$ cat config.mk
export PLATFORM = sky130hd
export DESIGN_NAME = cpu_irq_ctrl
export DESIGN_NICKNAME = d
export VERILOG_FILES = /design/src/rtl/cpu_pkg.sv /design/src/rtl/cpu_irq_ctrl_prio_enc.sv /design/src/rtl/cpu_irq_ctrl.sv
export SDC_FILE = /design/constraint.sdc
export NUM_CORES = 1
export LEC_CHECK = 0
export BUFFER_PORTS_ARGS = -buffer_cell sky130_fd_sc_hd__buf_2
export CORE_MARGIN = 4
export CORE_UTILIZATION = 44
export DETAILED_ROUTE_END_ITERATION = 6
export GPL_TIMING_DRIVEN = 0
export PLACE_DENSITY = 0.76
export REMOVE_ABC_BUFFERS = 1
export SYNTH_ARGS = -nofsm -noshare
export SYNTH_HDL_FRONTEND = slang
export SYNTH_SLANG_ARGS = --single-unit
$ cat constraint.sdc
create_clock -name clock -period 1.2 [get_ports clock]
set_input_delay 0.12 -clock clock [delete_from_list [all_inputs] [get_ports clock]]
set_output_delay 0.12 -clock clock [all_outputs]
set_load 0.01 [all_outputs]
$ cat src/rtl/cpu_pkg.sv
// Shared CPU definitions: interrupt controller states, register map and cause codes.
package cpu_pkg;

  typedef enum logic [1:0] {
    IRQ_IDLE,
    IRQ_REQ,
    IRQ_SERVICE
  } irq_state_t;

  localparam logic [2:0] IRQ_REG_PENDING = 3'd0;
  localparam logic [2:0] IRQ_REG_MASK    = 3'd1;
  localparam logic [2:0] IRQ_REG_CLAIM   = 3'd2;
  localparam logic [2:0] IRQ_REG_SWSET   = 3'd3;
  localparam logic [2:0] IRQ_REG_TRIGGER = 3'd4;
  localparam logic [2:0] IRQ_REG_OVERRUN = 3'd5;

  localparam logic [7:0] CAUSE_EXT_IRQ_BASE = 8'h10;

endpackage

$ cat src/rtl/cpu_irq_ctrl_prio_enc.sv
// Fixed-priority encoder: reports whether any bit is set and the lowest set index.
module irq_prio_enc #(
  parameter int WIDTH = 8
) (
  input  logic [WIDTH-1:0] vec,
  output logic             any,
  output logic [3:0]       idx
);

  logic [WIDTH-1:0] first;
  logic [3:0]       idx_term [WIDTH];

  // A bit wins only if no lower-indexed bit is set, so at most one term is non-zero.
  for (genvar gi = 0; gi < WIDTH; gi++) begin : g_bit
    localparam logic [WIDTH-1:0] LOWER = WIDTH'((1 << gi) - 1);
    assign first[gi]    = vec[gi] & ~(|(vec & LOWER));
    assign idx_term[gi] = first[gi] ? 4'(gi) : 4'd0;
  end

  always_comb begin
    idx = 4'd0;
    for (int i = 0; i < WIDTH; i++) begin
      idx = idx | idx_term[i];
    end
  end

  assign any = |vec;

endmodule

$ cat src/rtl/cpu_irq_ctrl.sv
// CPU interrupt controller: pending/mask/overrun registers, one in-service interrupt, bus register file.
// Optional level-sensitive lines (TRIGGER register) are built when CPU_IRQ_LEVEL_EN is defined.
module cpu_irq_ctrl
  import cpu_pkg::*;
#(
  parameter int         NUM_IRQ    = 8,
  parameter logic [7:0] CAUSE_BASE = CAUSE_EXT_IRQ_BASE
) (
  input  logic               clock,
  input  logic               reset,
  input  logic [NUM_IRQ-1:0] irq_in,
  output logic               irq,
  output logic [7:0]         irq_cause,
  input  logic               irq_ack,
  input  logic               bus_req,
  input  logic               bus_write,
  input  logic [2:0]         bus_addr,
  input  logic [31:0]        bus_wdata,
  output logic [31:0]        bus_rdata,
  output logic               bus_ack
);

  irq_state_t         state_reg, state_next;
  logic [3:0]         cur_id_reg, cur_id_next;
  logic [NUM_IRQ-1:0] irq_in_q_reg, pending_reg, pending_next;
  logic [NUM_IRQ-1:0] mask_reg, mask_next, overrun_reg, overrun_next;
  logic               bus_ack_reg;
  logic [31:0]        bus_rdata_reg, bus_rdata_next;
  logic [NUM_IRQ-1:0] level_lines;

`ifdef CPU_IRQ_LEVEL_EN
  logic [NUM_IRQ-1:0] trigger_reg, trigger_next;
  assign level_lines = trigger_reg;
`else
  assign level_lines = '0;
`endif

  logic [NUM_IRQ-1:0] arb_vec;
  logic               arb_any;
  logic [3:0]         arb_idx;

  assign arb_vec = pending_reg & mask_reg;

  irq_prio_enc #(.WIDTH(NUM_IRQ)) u_prio_enc (
    .vec (arb_vec),
    .any (arb_any),
    .idx (arb_idx)
  );

  logic               wr_en, rd_en, ack_take;
  logic [NUM_IRQ-1:0] wdata_bits, rise, w1c_pend, sw_set, w1c_ovr, ack_clr, edge_pend;
  logic               unused_wdata_bits;

  assign unused_wdata_bits = ^bus_wdata[31:NUM_IRQ];
  assign wdata_bits        = bus_wdata[NUM_IRQ-1:0];

  always_comb begin
    state_next     = state_reg;
    cur_id_next    = cur_id_reg;
    mask_next      = mask_reg;
    bus_rdata_next = 32'd0;
`ifdef CPU_IRQ_LEVEL_EN
    trigger_next   = trigger_reg;
`endif

    wr_en    = bus_req & bus_write;
    rd_en    = bus_req & ~bus_write;
    ack_take = (state_reg == IRQ_REQ) && irq_ack;
    rise     = irq_in & ~irq_in_q_reg;
    w1c_pend = (wr_en && bus_addr == IRQ_REG_PENDING) ? wdata_bits : '0;
    sw_set   = (wr_en && bus_addr == IRQ_REG_SWSET)   ? wdata_bits : '0;
    w1c_ovr  = (wr_en && bus_addr == IRQ_REG_OVERRUN) ? wdata_bits : '0;

    ack_clr = '0;
    for (int i = 0; i < NUM_IRQ; i++) begin
      if (ack_take && cur_id_reg == 4'(i)) ack_clr[i] = 1'b1;
    end

    // Sets are applied after clears so a same-cycle edge or SWSET wins over W1C/ack.
    edge_pend    = (pending_reg & ~w1c_pend & ~ack_clr) | rise | sw_set;
    pending_next = (edge_pend & ~level_lines) | (irq_in & level_lines);
    overrun_next = (overrun_reg & ~w1c_ovr) | (rise & pending_reg & ~level_lines);

    if (wr_en && bus_addr == IRQ_REG_MASK) mask_next = wdata_bits;
`ifdef CPU_IRQ_LEVEL_EN
    if (wr_en && bus_addr == IRQ_REG_TRIGGER) trigger_next = wdata_bits;
`endif

    unique case (state_reg)
      IRQ_IDLE: begin
        if (arb_any) begin
          cur_id_next = arb_idx;
          state_next  = IRQ_REQ;
        end
      end
      IRQ_REQ: begin
        if (irq_ack) state_next = IRQ_SERVICE;
      end
      IRQ_SERVICE: begin
        if (wr_en && bus_addr == IRQ_REG_CLAIM) state_next = IRQ_IDLE;
      end
      default: state_next = IRQ_IDLE;
    endcase

    if (rd_en) begin
      case (bus_addr)
        IRQ_REG_PENDING: bus_rdata_next = 32'(pending_reg);
        IRQ_REG_MASK:    bus_rdata_next = 32'(mask_reg);
        IRQ_REG_CLAIM:   bus_rdata_next = {state_reg == IRQ_SERVICE, 27'd0, cur_id_reg};
`ifdef CPU_IRQ_LEVEL_EN
        IRQ_REG_TRIGGER: bus_rdata_next = 32'(trigger_reg);
`endif
        IRQ_REG_OVERRUN: bus_rdata_next = 32'(overrun_reg);
        default:         bus_rdata_next = 32'd0;
      endcase
    end
  end

  always_ff @(posedge clock) begin
    if (reset) begin
      state_reg     <= IRQ_IDLE;
      cur_id_reg    <= 4'd0;
      irq_in_q_reg  <= '0;
      pending_reg   <= '0;
      mask_reg      <= '0;
      overrun_reg   <= '0;
      bus_ack_reg   <= 1'b0;
      bus_rdata_reg <= 32'd0;
`ifdef CPU_IRQ_LEVEL_EN
      trigger_reg   <= '0;
`endif
    end else begin
      state_reg     <= state_next;
      cur_id_reg    <= cur_id_next;
      irq_in_q_reg  <= irq_in;
      pending_reg   <= pending_next;
      mask_reg      <= mask_next;
      overrun_reg   <= overrun_next;
      bus_ack_reg   <= bus_req;
      bus_rdata_reg <= bus_rdata_next;
`ifdef CPU_IRQ_LEVEL_EN
      trigger_reg   <= trigger_next;
`endif
    end
  end

  assign irq       = (state_reg == IRQ_REQ);
  assign irq_cause = irq ? (CAUSE_BASE + {4'd0, cur_id_reg}) : 8'h00;
  assign bus_ack   = bus_ack_reg;
  assign bus_rdata = bus_rdata_reg;

endmodule

==> results.toml <==
[outcome]
status = "finished, violations left"
violations = "setup timing"

[cts]
clk_path_buf_depth = 2
root_buffer = "clkbuf_8"
cts_sinks = 47
clkTransAtPathRegs_ns = 0.09
htree_num_levels = 2
numCtsBuffers = 5
cts_tree = "built"
clk_latency_ns = 0.31

[finish]
largest_reg_flops = 9
regArea_um2 = 952
syn_to_final_growth_pct = 12.6
drive_gt1_share_pct = 23.2
final_util_pct = 50.8
nNetsFinal = 345
multiInputGateArea_um2 = 1230
nFillCells = 513
diodes = 0

[route]
firstDrtPassIters = 4
route.vias.total = 1941
drc = 0
drt-wirelength-per-cell_um = 14.0
drt-total-wl_um = 5140
ant_nets = 0
detail_route.vias_per_cell = 5.27
drt_iter0_markers = 144

[yosys]
ys_seq_elements = 47
yosysMostFrequentCell = "dfxtp_1"
syn_avg_cell_area_um2 = 8.77
synth_top_area_share_pct = 40.8
synth_edf_count = 0
yosys_warnings = 0
ys.flop_type = "dfxtp_1"
synthCells = 263
synth_cell_types = 36
yosys.area.top_type = "dfxtp_1"
ys_top_cells_by_area = "dfxtp_1 (41%), buf_4 (9.1%), nand3_1 (5.4%), nor2b_1 (5.4%), mux2i_1 (5.2%)"
async_flop_share_pct = 0
synth_area_um2 = 2310
synth.top_cells.by_count = "dfxtp_1 (47), buf_4 (28), nor2_1 (28)"
ys_seq_area_share_pct = 40.8

[timing]
fmax_mhz = 788
drv_slew = 0
finalCritPeriodShare_pct = 106
worstMarginPinSlew_ns = 0.612
relSlewSlack_pct = 59.0
clock_skew_ns = 0.00731
period_needed_ns = 1.27
hold_viol = 0
setup_violations = 11
rsz0062_at_grt = "true"
fin_ws_ns = -0.0691

[power]
peakVddDrop_mv = 0.537
pwr-share-clk_pct = 34.0
power_mw = 3.10
p_sw_uw = 804
power.density_nw_per_um2 = 1190
swShare_pct = 25.9
internal-power_mw = 2.30
combPwrFrac_pct = 11.6
p_leak_nw = 1.03
seqPwrFrac_pct = 54.4

[critical_path]
arrival_ns = 1.45
end_kind = "register"
required_ns = 1.38
path_max_fanout = 6
worstSetupPathType = "register to register"
cp-start-kind = "register"

[global_routing]
grt_pass1_vias = 1737
antenna_found_initial = 0
grt_pass1_wl_um = 8050
grtUsageTotal_pct = 16.1
overflow = 0
grt_max_degree = 44

[floorplan]
die_area_um2 = 6460
die_h_um = 80.4
core_um2 = 5110
initial_utilization_pct = 45.1
die_width_um = 80.4
io_pins = 90
rows = 26

[run]
maxCapViolCount = 0

[min_path]
hold_class = "input pin to register"

[placed_design]
port_buffers = 38
routabilityCongestion = 0.844
place_hpwl_um = 3490
-- layer usage --
metal / wire length, µm / part of all wire, % / GRT usage (%) / vias to the layer above
met4: 65 / 1.3 / 6.25 / 0
met2: 2320 / 45 / 25.2 / 71
met1: 2350 / 46 / 20.9 / 915
met3: 405 / 7.9 / 4.48 / 6
li1: - / - / - / 949
met5: 0 / 0 / 0 / -
-- worst max-delay path: stages (launching register included) --
cell and delay (ns):
dfxtp_4 0.38, nor4bb_4 0.35, buf_4 0.17, nand3_1 0.07, nand3_1 0.10, a21oi_1 0.06
-- area by class of cell --
| cell class | count | share of cell area [%] |
|---|---|---|
| multi-input combinational | 200 | 47.4 |
| sequential | 47 | 36.7 |
| timing repair buffer | 41 | 8.39 |
| clock buffer | 8 | 3.86 |
| tap | 70 | 3.37 |
| inverter | 2 | 0.289 |
-- logic make-up after synthesis --
kind of cell | Yosys count | share of synthesized area, %
muxes | 17 | 7.65
and+or+nand+nor | 106 | 24.1
buffers and inverters | 42 | 12.4
DFF | 47 | 40.8
AOI/OAI and AO/OA | 50 | 14.9
other | 1 | 0.163
-- cell usage in the layout, fill, tap and decap left out, types with 2 or more instances in the layout --
cell type / count
nand2_1: 9
buf_2: 36
and2_1: 3
nand3b_1: 6
nor3_1: 3
nor3_2: 2
inv_1: 2
nor2b_1: 19
a22oi_2: 2
dfxtp_2: 3
mux2_2: 5
a211oi_1: 2
a22oi_1: 14
nor2_1: 28
a2bb2oi_1: 3
nand3_1: 24
nand4b_1: 2
o21a_1: 3
o211ai_1: 2
mux2i_1: 12
a21oi_1: 14
clkbuf_8: 7
o22ai_1: 4
dfxtp_1: 42
buf_4: 5
dfxtp_4: 2
conb_1: 27
-- stage by stage --
| stage | hold slack (ns) | cells | setup WS [ns] | TNS [ns] | cell area, µm² |
|---|---|---|---|---|---|
| finish | 0.0260 | 368 | -0.0691 | -0.468 | 2600 |
| detailed placement | 0.347 | 357 | -0.733 | -13.83 | 2400 |
| CTS | 0.0260 | 366 | -0.0568 | -0.321 | 2570 |
| global placement | 0.343 | 357 | -0.715 | -13.28 | 2400 |
| global route | 0.0409 | 368 | -0.118 | -1.05 | 2600 |
| floorplan | 0.189 | 249 | -0.0419 | -0.341 | 2130 |
-- worst paths after layout --
check | from | to | depth (start not counted) | slack (ns)
hold / removal | irq_in[6] | irq_in_q_reg[6] | 2 | 0.03
hold reg to reg | pending_reg[2] | pending_reg[2] | 2 | 0.51
setup / recovery | state_reg[1] | pending_reg[3] | 5 | -0.07
setup reg to reg | state_reg[1] | pending_reg[3] | 5 | -0.07
-- repair_timing --
action | in CTS | in global routing
setup endpoints to repair | 26 | 20
hold endpoints to repair | 0 | 0
gates resized for setup | 19 | 5
pin swaps | 4 | 2
buffers inserted | 1 | 2
hold buffers | 0 | 0
-- power by group through the flow --
| stage | Clock (mW) | Sequential (mW) | Combinational, mW |
|---|---|---|---|
| after detailed placement | 0 | 1.72 | 0.338 |
| after floorplan | 0 | 1.71 | 0.207 |
| after global placement | 0 | 1.72 | 0.332 |
| after CTS | 1.07 | 1.68 | 0.350 |
| after global routing | 1.13 | 1.70 | 0.400 |
| final | 1.06 | 1.69 | 0.358 |
Note: power is estimated with default switching activity, not from simulation.
